===== src/rtl/multi_mode_timer.sv =====
// Programmable-width up/down timer with selectable step, HOLD/RELOAD/ONESHOT end-of-count policy and IDLE/RUN/DONE control.
// Optional tick prescaler enabled by defining PRESCALE_EN.
module multi_mode_timer #(
    parameter int unsigned WIDTH  = 32,
    parameter int unsigned STEP_W = 3
`ifdef PRESCALE_EN
    ,
    parameter int unsigned PRESCALE_W = 8
`endif
) (
    input  logic              clk,
    input  logic              rst,
    input  logic              load,
    input  logic [WIDTH-1:0]  din,
    input  logic [WIDTH-1:0]  sat_count,
    input  logic [STEP_W-1:0] step,
    input  logic              up_down,
    input  logic              enable,
    input  logic [1:0]        eoc_mode,
    input  logic              start,
    input  logic              stop,
`ifdef PRESCALE_EN
    input  logic [PRESCALE_W-1:0] presc,
`endif
    output logic [WIDTH-1:0]  count,
    output logic              timer_event,
    output logic              running,
    output logic              done
);

    typedef enum logic [1:0] {IDLE, RUN, DONE} state_e;
    typedef enum logic [1:0] {
        EOC_HOLD    = 2'd0,
        EOC_RELOAD  = 2'd1,
        EOC_ONESHOT = 2'd2,
        EOC_RSVD    = 2'd3
    } eoc_e;

    state_e           state_q, state_d;
    logic [WIDTH-1:0] count_q, count_d;
    logic [WIDTH-1:0] reload_q, reload_d;
    logic             event_q, event_d;
    logic             tick;
    eoc_e             mode;

    logic [WIDTH:0] step_eff;
    logic [WIDTH:0] up_sum;
    logic [WIDTH:0] count_ext;
    logic [WIDTH:0] sat_ext;

    assign mode      = eoc_e'(eoc_mode);
    assign step_eff  = {{(WIDTH + 1 - STEP_W){1'b0}}, step} + {{WIDTH{1'b0}}, 1'b1};
    assign count_ext = {1'b0, count_q};
    assign sat_ext   = {1'b0, sat_count};
    assign up_sum    = count_ext + step_eff;

`ifdef PRESCALE_EN
    logic [PRESCALE_W-1:0] presc_q, presc_d;
    logic                  presc_hit;

    assign presc_hit = (presc_q == presc);

    always_comb begin
        presc_d = presc_q;
        if (load || stop || (start && state_q != RUN)) begin
            presc_d = '0;
        end else if (state_q == RUN && enable) begin
            presc_d = presc_hit ? '0 : presc_q + PRESCALE_W'(1);
        end
    end

    always_ff @(posedge clk or negedge rst) begin
        if (!rst) presc_q <= '0;
        else      presc_q <= presc_d;
    end

    assign tick = (state_q == RUN) && enable && !load && !stop && presc_hit;
`else
    assign tick = (state_q == RUN) && enable && !load && !stop;
`endif

    always_comb begin
        count_d  = count_q;
        reload_d = reload_q;
        state_d  = state_q;
        event_d  = 1'b0;
        if (load) begin
            count_d  = din;
            reload_d = din;
            if (state_q == DONE) state_d = IDLE;
        end else if (stop) begin
            if (state_q == RUN) state_d = IDLE;
        end else if (start && state_q != RUN) begin
            state_d = RUN;
        end else if (tick) begin
            if (up_down) begin
                // Past-the-end case covers sat_count being lowered below count mid-run.
                if (count_ext >= sat_ext) begin
                    if (mode == EOC_RELOAD) begin
                        count_d = '0;
                    end else if (mode == EOC_ONESHOT) begin
                        count_d = sat_count;
                        event_d = 1'b1;
                        state_d = DONE;
                    end
                end else if (up_sum >= sat_ext) begin
                    count_d = sat_count;
                    event_d = 1'b1;
                    if (mode == EOC_ONESHOT) state_d = DONE;
                end else begin
                    count_d = up_sum[WIDTH-1:0];
                end
            end else begin
                if (count_q == '0) begin
                    if (mode == EOC_RELOAD) begin
                        count_d = reload_q;
                    end else if (mode == EOC_ONESHOT) begin
                        event_d = 1'b1;
                        state_d = DONE;
                    end
                end else if (count_ext <= step_eff) begin
                    count_d = '0;
                    event_d = 1'b1;
                    if (mode == EOC_ONESHOT) state_d = DONE;
                end else begin
                    count_d = count_q - step_eff[WIDTH-1:0];
                end
            end
        end
    end

    always_ff @(posedge clk or negedge rst) begin
        if (!rst) begin
            state_q  <= IDLE;
            count_q  <= '0;
            reload_q <= '0;
            event_q  <= 1'b0;
        end else begin
            state_q  <= state_d;
            count_q  <= count_d;
            reload_q <= reload_d;
            event_q  <= event_d;
        end
    end

    assign count       = count_q;
    assign timer_event = event_q;
    assign running     = (state_q == RUN);
    assign done        = (state_q == DONE);

endmodule

===== config.mk =====
export PLATFORM = sky130hd
export DESIGN_NAME = multi_mode_timer
export DESIGN_NICKNAME = d
export VERILOG_FILES = /design/src/rtl/multi_mode_timer.sv
export SDC_FILE = /design/constraint.sdc
export NUM_CORES = 1
export LEC_CHECK = 0
export BUFFER_PORTS_ARGS = -buffer_cell sky130_fd_sc_hd__buf_2
export CAP_MARGIN = 0
export CORE_MARGIN = 5
export CORE_UTILIZATION = 40
export CTS_CLUSTER_DIAMETER = 200
export DETAILED_ROUTE_END_ITERATION = 8
export HOLD_SLACK_MARGIN = 0.12
export SETUP_SLACK_MARGIN = 0.02
export SYNTH_ARGS = -nofsm -noshare
export SYNTH_HDL_FRONTEND = slang
export SYNTH_SLANG_ARGS = --single-unit
export TNS_END_PERCENT = 1

===== constraint.sdc =====
create_clock -name clk -period 5.04 [get_ports clk]
set_input_delay 1.26 -clock clk [delete_from_list [all_inputs] [get_ports clk]]
set_output_delay 1.26 -clock clk [all_outputs]
set_load 0.01 [all_outputs]

# ---- Word-level counts from Yosys, hierarchy flattened
# Index checks and enable logic that the tools add are counted.
dict set report totals {
  ff_bits 67
  input_bits 76
  out_inout_bits 35
  wordCells 70
}
dict set report classes {
  n_addsub 3
  magnitude_cmp 3
  n_eq_ne 12
  muxes 36
  n_reduce_logical 12
}
# cell count
set op_table {}
lappend op_table {{$mux 32} 12}
lappend op_table {{$add 32x4->33} 1}
lappend op_table {{$ge 33x32->1} 1}
lappend op_table {{$ge 32x32->1} 1}
lappend op_table {{$le 32x4->1} 1}
lappend op_table {{$logic_not 32->1} 1}
lappend op_table {{$sub 32x4->32} 1}
lappend op_table {{$mux 2} 13}
lappend op_table {{$mux 1} 11}
lappend op_table {{$reduce_and 5->1} 2}
lappend op_table {{$ne 6x2->1 const B} 1}
lappend op_table {{$reduce_bool 6->1} 1}
lappend op_table {{$ne 5x3->1 const B} 1}
lappend op_table {{$add 3x1->4 const B} 1}
lappend op_table {{$eq 2x1->1 const B} 2}
lappend op_table {{$eq 2x2->1 const B} 2}
lappend op_table {{$logic_and 1x1->1} 4}
lappend op_table {{$ne 2x1->1 const B} 2}
lappend op_table {{$ne 2x2->1 const B} 2}
lappend op_table {{$ne 4x4->1 const B} 1}
lappend op_table {{$reduce_bool 4->1} 1}
lappend op_table {{$ne 3x2->1 const B} 1}
lappend op_table {{$logic_not 1->1} 2}
lappend op_table {{$reduce_bool 2->1} 1}

# ---- Longest topological paths before layout
# Gate-level depths: netlist of run 1.
dict set report logic_depth {
  word_depth 10
  depth_mapped 22
  depth_no_buf 18
}

# ---- Worst setup path after synthesis of run 1
# Ideal clock, no wire load.
dict set report synth_path {
  path_type {in2reg}
  from {input step[0]}
  to {register count_q[10], in the netlist count[10]}
  setup_time_ns 0.088
  arrival_ns 5.239
  required_time_ns 4.952
  slack_ns -0.287
  path_stages 20
  path_buffers 3
  cell_sequence {ha_1 -> inv_1 -> fa_1 -> nor2b_1 -> o311a_1 -> and2_1 -> clkbuf_1 -> nand3_1 -> xnor2_1 -> ha_1 -> nand4_1 -> nor4_1 -> nand2_1 -> o311ai_0 -> or3_1 -> buf_2 -> o2bb2ai_2 -> clkbuf_1 -> nand2_1 -> a41oi_1}
}
dict set report synth_via {
  elab_chain_cells 10
  elab_cells_between_ends 14
  classes_between {add/sub (3); order compare (2); mux (9)}
}
# element line
set synth_lines {}
lappend synth_lines {{from (decl)} 16} ;# input logic [STEP_W-1:0] step,
lappend synth_lines {{$add 3x1->4 *} 52} ;# assign step_eff = {{(WIDTH + 1 - STEP_W){1'b0}}, step} + {{WIDTH{1'b0}}, 1'b1};
lappend synth_lines {{$add 32x4->33} 55} ;# assign up_sum = count_ext + step_eff;
lappend synth_lines {{$ge 33x32->1} 106} ;# end else if (up_sum >= sat_ext) begin
lappend synth_lines {{$mux 32} 106}
lappend synth_lines {{$mux 32} 98} ;# if (count_ext >= sat_ext) begin
lappend synth_lines {{$mux 32 *} 96} ;# if (up_down) begin
lappend synth_lines {{$mux 32 *} 95} ;# end else if (tick) begin
lappend synth_lines {{$mux 32 *} 93} ;# end else if (start && state_q != RUN) begin
lappend synth_lines {{$mux 32 *} 91} ;# end else if (stop) begin
lappend synth_lines {{$mux 32 *} 87} ;# if (load) begin
lappend synth_lines {{to (signal assigned)} 140} ;# count_q <= count_d;
lappend synth_lines {{to (decl)} 40} ;# logic [WIDTH-1:0] count_q, count_d;
# Every way passes the cells marked *; elsewhere a longest branch is shown, timed or not. The select of a mux whose other input is x is not followed.
# A chain may end at the register's enable or synchronous reset.

# ---- Worst setup path after layout of run 1
dict set report layout_path {
  from {input step[0]}
  to {register count_q[0], in the netlist count[0]}
}
# The elaborated chain is that of the path after synthesis.

==> impl_metrics.json, run 1 <==
{
  "rows": 47,
  "rsz0062_at_grt": "true",
  "min-delay-path-class": "flip-flop to flip-flop",
  "grt_max_degree": 68,
  "irDropWorstVdd_mv": 0.2328,
  "syn_inst": 811,
  "period_share": 0.9966,
  "rr_worst_depth": 19,
  "postPlaceCellArea_sq_um": 8054,
  "outcome": "completed",
  "grt_pass1_wl_um": 38720,
  "fin_skew_ns": 0.006659,
  "fp.coreArea_sq_um": 16580,
  "cp_max_fo": 6,
  "vias": 7083,
  "clockBufferDepth": 2,
  "p_switching_mw": 1.840,
  "dieArea_sq_um": 19600,
  "clockPowerShare": 0.174,
  "crit_path_start": "step[0]",
  "ys_warn_count": 0,
  "power_density_nw_per_um2": 465.5,
  "r2r_setup_slack_ns": 0.69,
  "finalCriticalPeriod_ns": 5.023,
  "rr_endpoint": "count[0]",
  "first_iter_violations": 676,
  "vias_per_cell": 5.893,
  "drc": 0,
  "sw_frac_of_total": 0.4460,
  "internal_power_mw": 2.286,
  "cts-root-buf": "clkbuf_16",
  "gp_congestion": 0.9207,
  "syn_area_sq_um": 6759,
  "max_cap_viol_count": 0,
  "die_h_um": 140.0,
  "numCtsBuffers": 9,
  "dp_cells": 1170,
  "seq_area_frac_synth": 0.2481,
  "worstPathRequired_ns": 5.26,
  "path_clk_slew_ns": 0.06,
  "grt_pass1_vias": 6957,
  "max_slew_margin": 0.3729,
  "hold_viol": 0,
  "drive_gt1_frac": 0.3228,
  "synth-edff-count": 0,
  "port_buffers": 110,
  "clock-sinks": 67,
  "dr.pass1.iters": 6,
  "combPwrFrac": 0.583,
  "wirelength_um": 24640,
  "clk_latency_ns": 0.35,
  "cp-end-kind": "flip-flop",
  "finalNonFillerCells": 1202,
  "syn_nets": 962,
  "worst_pin_slew_ns": 0.9407,
  "ys_ff_latch": 67,
  "r2r-start": "count[0]",
  "ant_nets": 0,
  "setup_viol": 0,
  "die_w_um": 140.0,
  "dp.final_hpwl_um": 18630,
  "antenna_cells": 0,
  "synthArstFlopShare": 1.000,
  "gr-total-overflow": 0,
  "grtUsageTotal": 0.2480,
  "ioPinCount": 111,
  "pwr-share-seq": 0.243,
  "hold_buffers": 0,
  "power.leakage_nw": 4.033,
  "htreeDepth": 3,
  "synth_ff_type": "dfrtp_1",
  "fmax_ghz": 0.1991,
  "cp-endpoint": "count[0]",
  "critPathArrivalTime_ns": 5.24,
  "start_util": 0.4076,
  "final_nets": 1128,
  "yosysUniqueCellTypes": 77,
  "cts_tree": "built",
  "syn_to_final_growth_pct": 31.14,
  "crit_type": "primary input to flip-flop",
  "final_area_sq_um": 8864,
  "slew_viol_final": 0,
  "start_kind": "primary input",
  "wire_per_inst_um": 20.50,
  "grt_antenna_before_repair": 0,
  "avgSynthCellArea_sq_um": 8.334
}
## cell usage in the layout (no fill, tap or decap), types with 10 or more instances in the layout
cell type and n:
a21oi_1 58, buf_2 107, dfrtp_1 67, nand2_1 79, inv_1 46, and2_1 10, buf_6 12, ha_1 70
xnor2_1 24, a222oi_1 20, buf_4 85, nor3_1 14, nand4_1 12, o221ai_1 17, nand2b_1 11, mux2_2 33
nor2_1 57, o21ai_0 38
## kinds of logic (layout without fill, tap and decap cells)
family,after synthesis,in the layout,share of synthesized area
flip-flops,67,67,0.2481
multiplexers,33,33,0.05498
buffers and inverters,100,271,0.06442
adder cells (fa/ha/maj),75,75,0.1411
AO/OA/AOI/OAI,242,242,0.2510
XOR/XNOR,40,40,0.05183
AND/OR/NAND/NOR,254,254,0.1886
## per-stage QoR
step / setup slack, ns / hold slack [ns] / TNS, ns / util / power (mW)
3_3_place_gp: -0.5585 / 0.4891 / -16.18 / 0.4857 / 3.130
2_1_floorplan: -0.04517 / 0.4686 / -0.09610 / - / 2.240
3_5_place_dp: -0.6626 / 0.4934 / -20.03 / 0.4857 / 3.153
4_1_cts: 0.02026 / 0.5097 / 0 / 0.5157 / 3.962
6_report: 0.01731 / 0.5045 / 0 / 0.5345 / 4.126
5_1_grt: -0.1031 / 0.5147 / -0.5004 / 0.5345 / 4.431
## routing by layer
| layer | global-route usage | vias up | wire length, um |
|---|---|---|---|
| li1 | - | 3365 | - |
| met1 | 0.3619 | 3386 | 11460 |
| met2 | 0.3801 | 300 | 10890 |
| met3 | 0.04567 | 32 | 1883 |
| met4 | 0.06017 | 0 | 407 |
| met5 | 0 | - | 0 |
## power groups by stage
stage / Sequential (mW) / Clock, mW / Combinational (mW)
2_1_floorplan: 0.902 / 0 / 1.34
3_3_place_gp: 0.996 / 0 / 2.13
3_5_place_dp: 1.00 / 0 / 2.15
4_1_cts: 0.989 / 0.731 / 2.24
5_1_grt: 1.04 / 0.760 / 2.64
6_report: 1.00 / 0.717 / 2.40
## cell usage after synthesis (6+ instances only)
cell type,number,area share
a41oi_1,8,0.010
xor2_1,9,0.012
dfrtp_1,67,0.25
nor2_1,58,0.032
a221oi_1,6,0.0078
a222oi_1,20,0.030
clkbuf_1,22,0.012
inv_1,47,0.026
nand2_1,81,0.045
and3_1,9,0.0083
mux2_2,33,0.055
nand2b_1,12,0.011
o21ai_0,46,0.034
or3_1,6,0.0056
o221ai_1,17,0.022
nor2b_1,7,0.0065
nand3_1,11,0.0081
ha_1,73,0.14
nor3_1,15,0.011
a21oi_1,64,0.047
nand4_1,12,0.011
nor4_1,10,0.0093
buf_2,20,0.015
a21boi_0,9,0.010
xnor2_1,31,0.040
and2_1,12,0.011
## layout make-up
cell class / instances / area, sq um
Inverter: 47 / 178.9
Timing Repair Buffer: 208 / 1384
Multi-Input combinational cell: 644 / 5020
Clock inverter: 4 / 72.57
Sequential cell: 67 / 1677
Tap cell: 220 / 275.3
Clock buffer: 12 / 256.5
Fill cell: 1580 / 7720
## how the worst min path moves through the flow
stage | startpoint | end | slack [ns] | cells after the start
finish | reload_q[5] | reload_q[5] | 0.50 | 1
global route | reload_q[17] | reload_q[17] | 0.51 | 1
CTS | reload_q[4] | reload_q[4] | 0.51 | 1
detailed placement | state_q[1] | state_q[1] | 0.49 | 1
global placement | reload_q[5] | reload_q[5] | 0.49 | 1
floorplan | state_q[1] | state_q[1] | 0.47 | 1
## flip-flops by register name, summed over array words and instances (netlist names)
signal,flops
count,32
reload_q,32
state_q,2
timer_event,1
## worst max-delay path, cell delays in order
cell       delay, ns
buf_8           0.10
ha_4            0.29
inv_4           0.04
fa_2            0.39
nor2b_4         0.16
o311a_4         0.24
buf_6           0.11
and3_4          0.21
nand3_2         0.11
xnor2_2         0.18
ha_1            0.32
a21oi_2         0.17
o21ai_0         0.12
a211oi_2        0.19
a31oi_1         0.12
or3_4           0.43
o2bb2ai_4       0.21
buf_12          0.19
a222oi_1        0.28
a31oi_1         0.12
## what timing repair did
action	4_1_cts	5_1_grt
pin swaps	17	37
endpoints found under the hold margin	0	0
endpoints found under the setup margin	35	35
resized for setup	22	56
cloned	1	0
buffers inserted	6	9
No activity file was read; power rests on OpenSTA's default activity.
==> run 2, diff against run 1 <==
- CTS_BUF_LIST: default -> sky130_fd_sc_hd__clkbuf_4 sky130_fd_sc_hd__clkbuf_8
==> run 2 against run 1 <==
  * Via count is 0.88% lower
  * Final cell count decreased by 0.67%
  * Clock power down 23%
  * Routed wire length down 0.77%
  * Register-to-register slack better by 0.06 ns
  * Combinational power shrank 2%
  * Clock skew rose by 0.0032 ns
  * Worst hold slack better by 0.0073 ns
  * Flip-flop and latch count stayed put
  * Sequential share of layout area increased by 0.40 points
  * Power down 5.1%
  * Critical path depth is 1 higher
  * Critical path type unchanged
==> impl_metrics.json, run 2 (synthesis results as in run 1) <==
{
  "irDropWorstVdd_mv": 0.2308,
  "vias_per_cell": 5.880,
  "cts-root-buf": "clkbuf_8",
  "dp.final_hpwl_um": 18630,
  "setup_slack_ns": 0.1309,
  "crit_type": "primary input to flip-flop",
  "period_share": 0.9740,
  "power.leakage_nw": 3.922,
  "path_clk_slew_ns": 0.08,
  "drc": 0,
  "grt_pass1_vias": 6823,
  "max_slew_margin": 0.3495,
  "worst_hold_startpoint": "reload_q[5]",
  "min-delay-path-class": "flip-flop to flip-flop",
  "drive_gt1_frac": 0.3172,
  "dr.pass1.iters": 7,
  "worstPathRequired_ns": 5.30,
  "rr_worst_depth": 20,
  "vias": 7021,
  "die_w_um": 140.0,
  "htreeDepth": 3,
  "ant_nets": 0,
  "outcome": "completed",
  "dieArea_sq_um": 19600,
  "grtUsageTotal": 0.2456,
  "min_to": "reload_q[5]",
  "rr_endpoint": "count[3]",
  "worst_pin_slew_ns": 0.9757,
  "wirelength_um": 24450,
  "grt_pass1_wl_um": 38320,
  "first_iter_violations": 690,
  "start_kind": "primary input",
  "r2r-start": "count[0]",
  "rsz0062_at_grt": "true",
  "antenna_cells": 0,
  "fin_skew_ns": 0.009824,
  "clk_latency_ns": 0.38,
  "cp_max_fo": 5,
  "gr-total-overflow": 0,
  "wire_per_inst_um": 20.47,
  "hold_viol": 0,
  "cp-end-kind": "flip-flop",
  "crit_path_start": "step[0]",
  "r2r_setup_slack_ns": 0.75,
  "fin_setup_tns_ns": 0,
  "final_cell_mix": "buf_2 (109), buf_4 (83), nand2_1 (79), ha_1 (68), dfrtp_1 (67)",
  "fp.coreArea_sq_um": 16580,
  "finalCriticalPeriod_ns": 4.909,
  "port_buffers": 110,
  "setup_viol": 0,
  "start_util": 0.4076,
  "power_density_nw_per_um2": 451.3,
  "pre_cts_ws_ns": -0.6626,
  "die_h_um": 140.0,
  "finalNonFillerCells": 1194,
  "whs_ns": 0.5118,
  "cts_tree": "built",
  "syn_to_final_growth_pct": 28.40,
  "layout_commonest_cell": "buf_2",
  "clock-sinks": 67,
  "dp_cells": 1170,
  "rows": 47,
  "grt_max_degree": 68,
  "holdPathStages": 1,
  "clockBufferDepth": 2,
  "critPathArrivalTime_ns": 5.17,
  "final_nets": 1120,
  "hold_buffers": 0,
  "numCtsBuffers": 9,
  "max_cap_viol_count": 0,
  "fillers": 1614,
  "ioPinCount": 111,
  "fmax_ghz": 0.2037,
  "slew_viol_final": 0,
  "grt_antenna_before_repair": 0,
  "gp_congestion": 0.9207,
  "utilization": 0.5233
}
## run 2: cell types whose count changed in the layout (fill, tap and decap cells not counted), sizes merged
cell and change:
buf -8
## run 2: final cells by class
type	instances	area, sq um	share of cell area
clock buffer	12	158.9	0.01831
multi-input combinational	644	5034	0.5800
inverter	47	176.4	0.02033
tap	220	275.3	0.03172
clock inverter	4	72.57	0.008362
timing repair buffer	200	1285	0.1481
sequential	67	1677	0.1932
## run 2: repair_timing
item	in CTS	in global routing
setup buffers	1	7
resized for setup	14	46
cloned	0	0
setup endpoints to repair	35	35
pin swaps	3	35
## run 2: stage by stage
stage	cell area, sq um	power [mW]
after global routing	8678	4.217
after detailed placement	8054	3.153
after global placement	8054	3.130
final	8678	3.917
after floorplan	6837	2.240
after CTS	8363	3.754
## run 2: worst max path at each step
stage                     slack (ns)         end
final                           0.13    count[3]
after global placement         -0.56  state_q[1]
after CTS                      -0.01   count[17]
after global routing           0.004  state_q[1]
after floorplan                -0.05   count[23]
after detailed placement       -0.66  state_q[1]
## run 2: power breakdown
| part | internal [mW] | total (mW) | switching (mW) |
|---|---|---|---|
| clock network | 0.311 | 0.552 | 0.242 |
| logic | 1.12 | 2.35 | 1.23 |
| registers | 0.675 | 1.01 | 0.337 |
## run 2: worst max-delay path, stage by stage
cell and delay (ns):
buf_2 0.13, ha_4 0.28, inv_1 0.06, fa_2 0.37
nor2b_4 0.15, o311a_4 0.21, buf_4 0.12, and3_4 0.21
nand3_4 0.09, xnor2_2 0.18, ha_1 0.33, a21oi_2 0.16
buf_4 0.13, o211ai_1 0.07, nand2b_1 0.13, o311ai_2 0.10
or3_4 0.39, o2bb2ai_4 0.18, buf_12 0.17, a221oi_1 0.30
o21ai_0 0.11
## run 2: layer usage
metal	global-route usage	wire length [um]	up-vias
li1	-	-	3334
met1	0.3637	11360	3375
met2	0.3745	10880	285
met3	0.03408	1820	27
met4	0.06680	384	0
met5	0	0	-
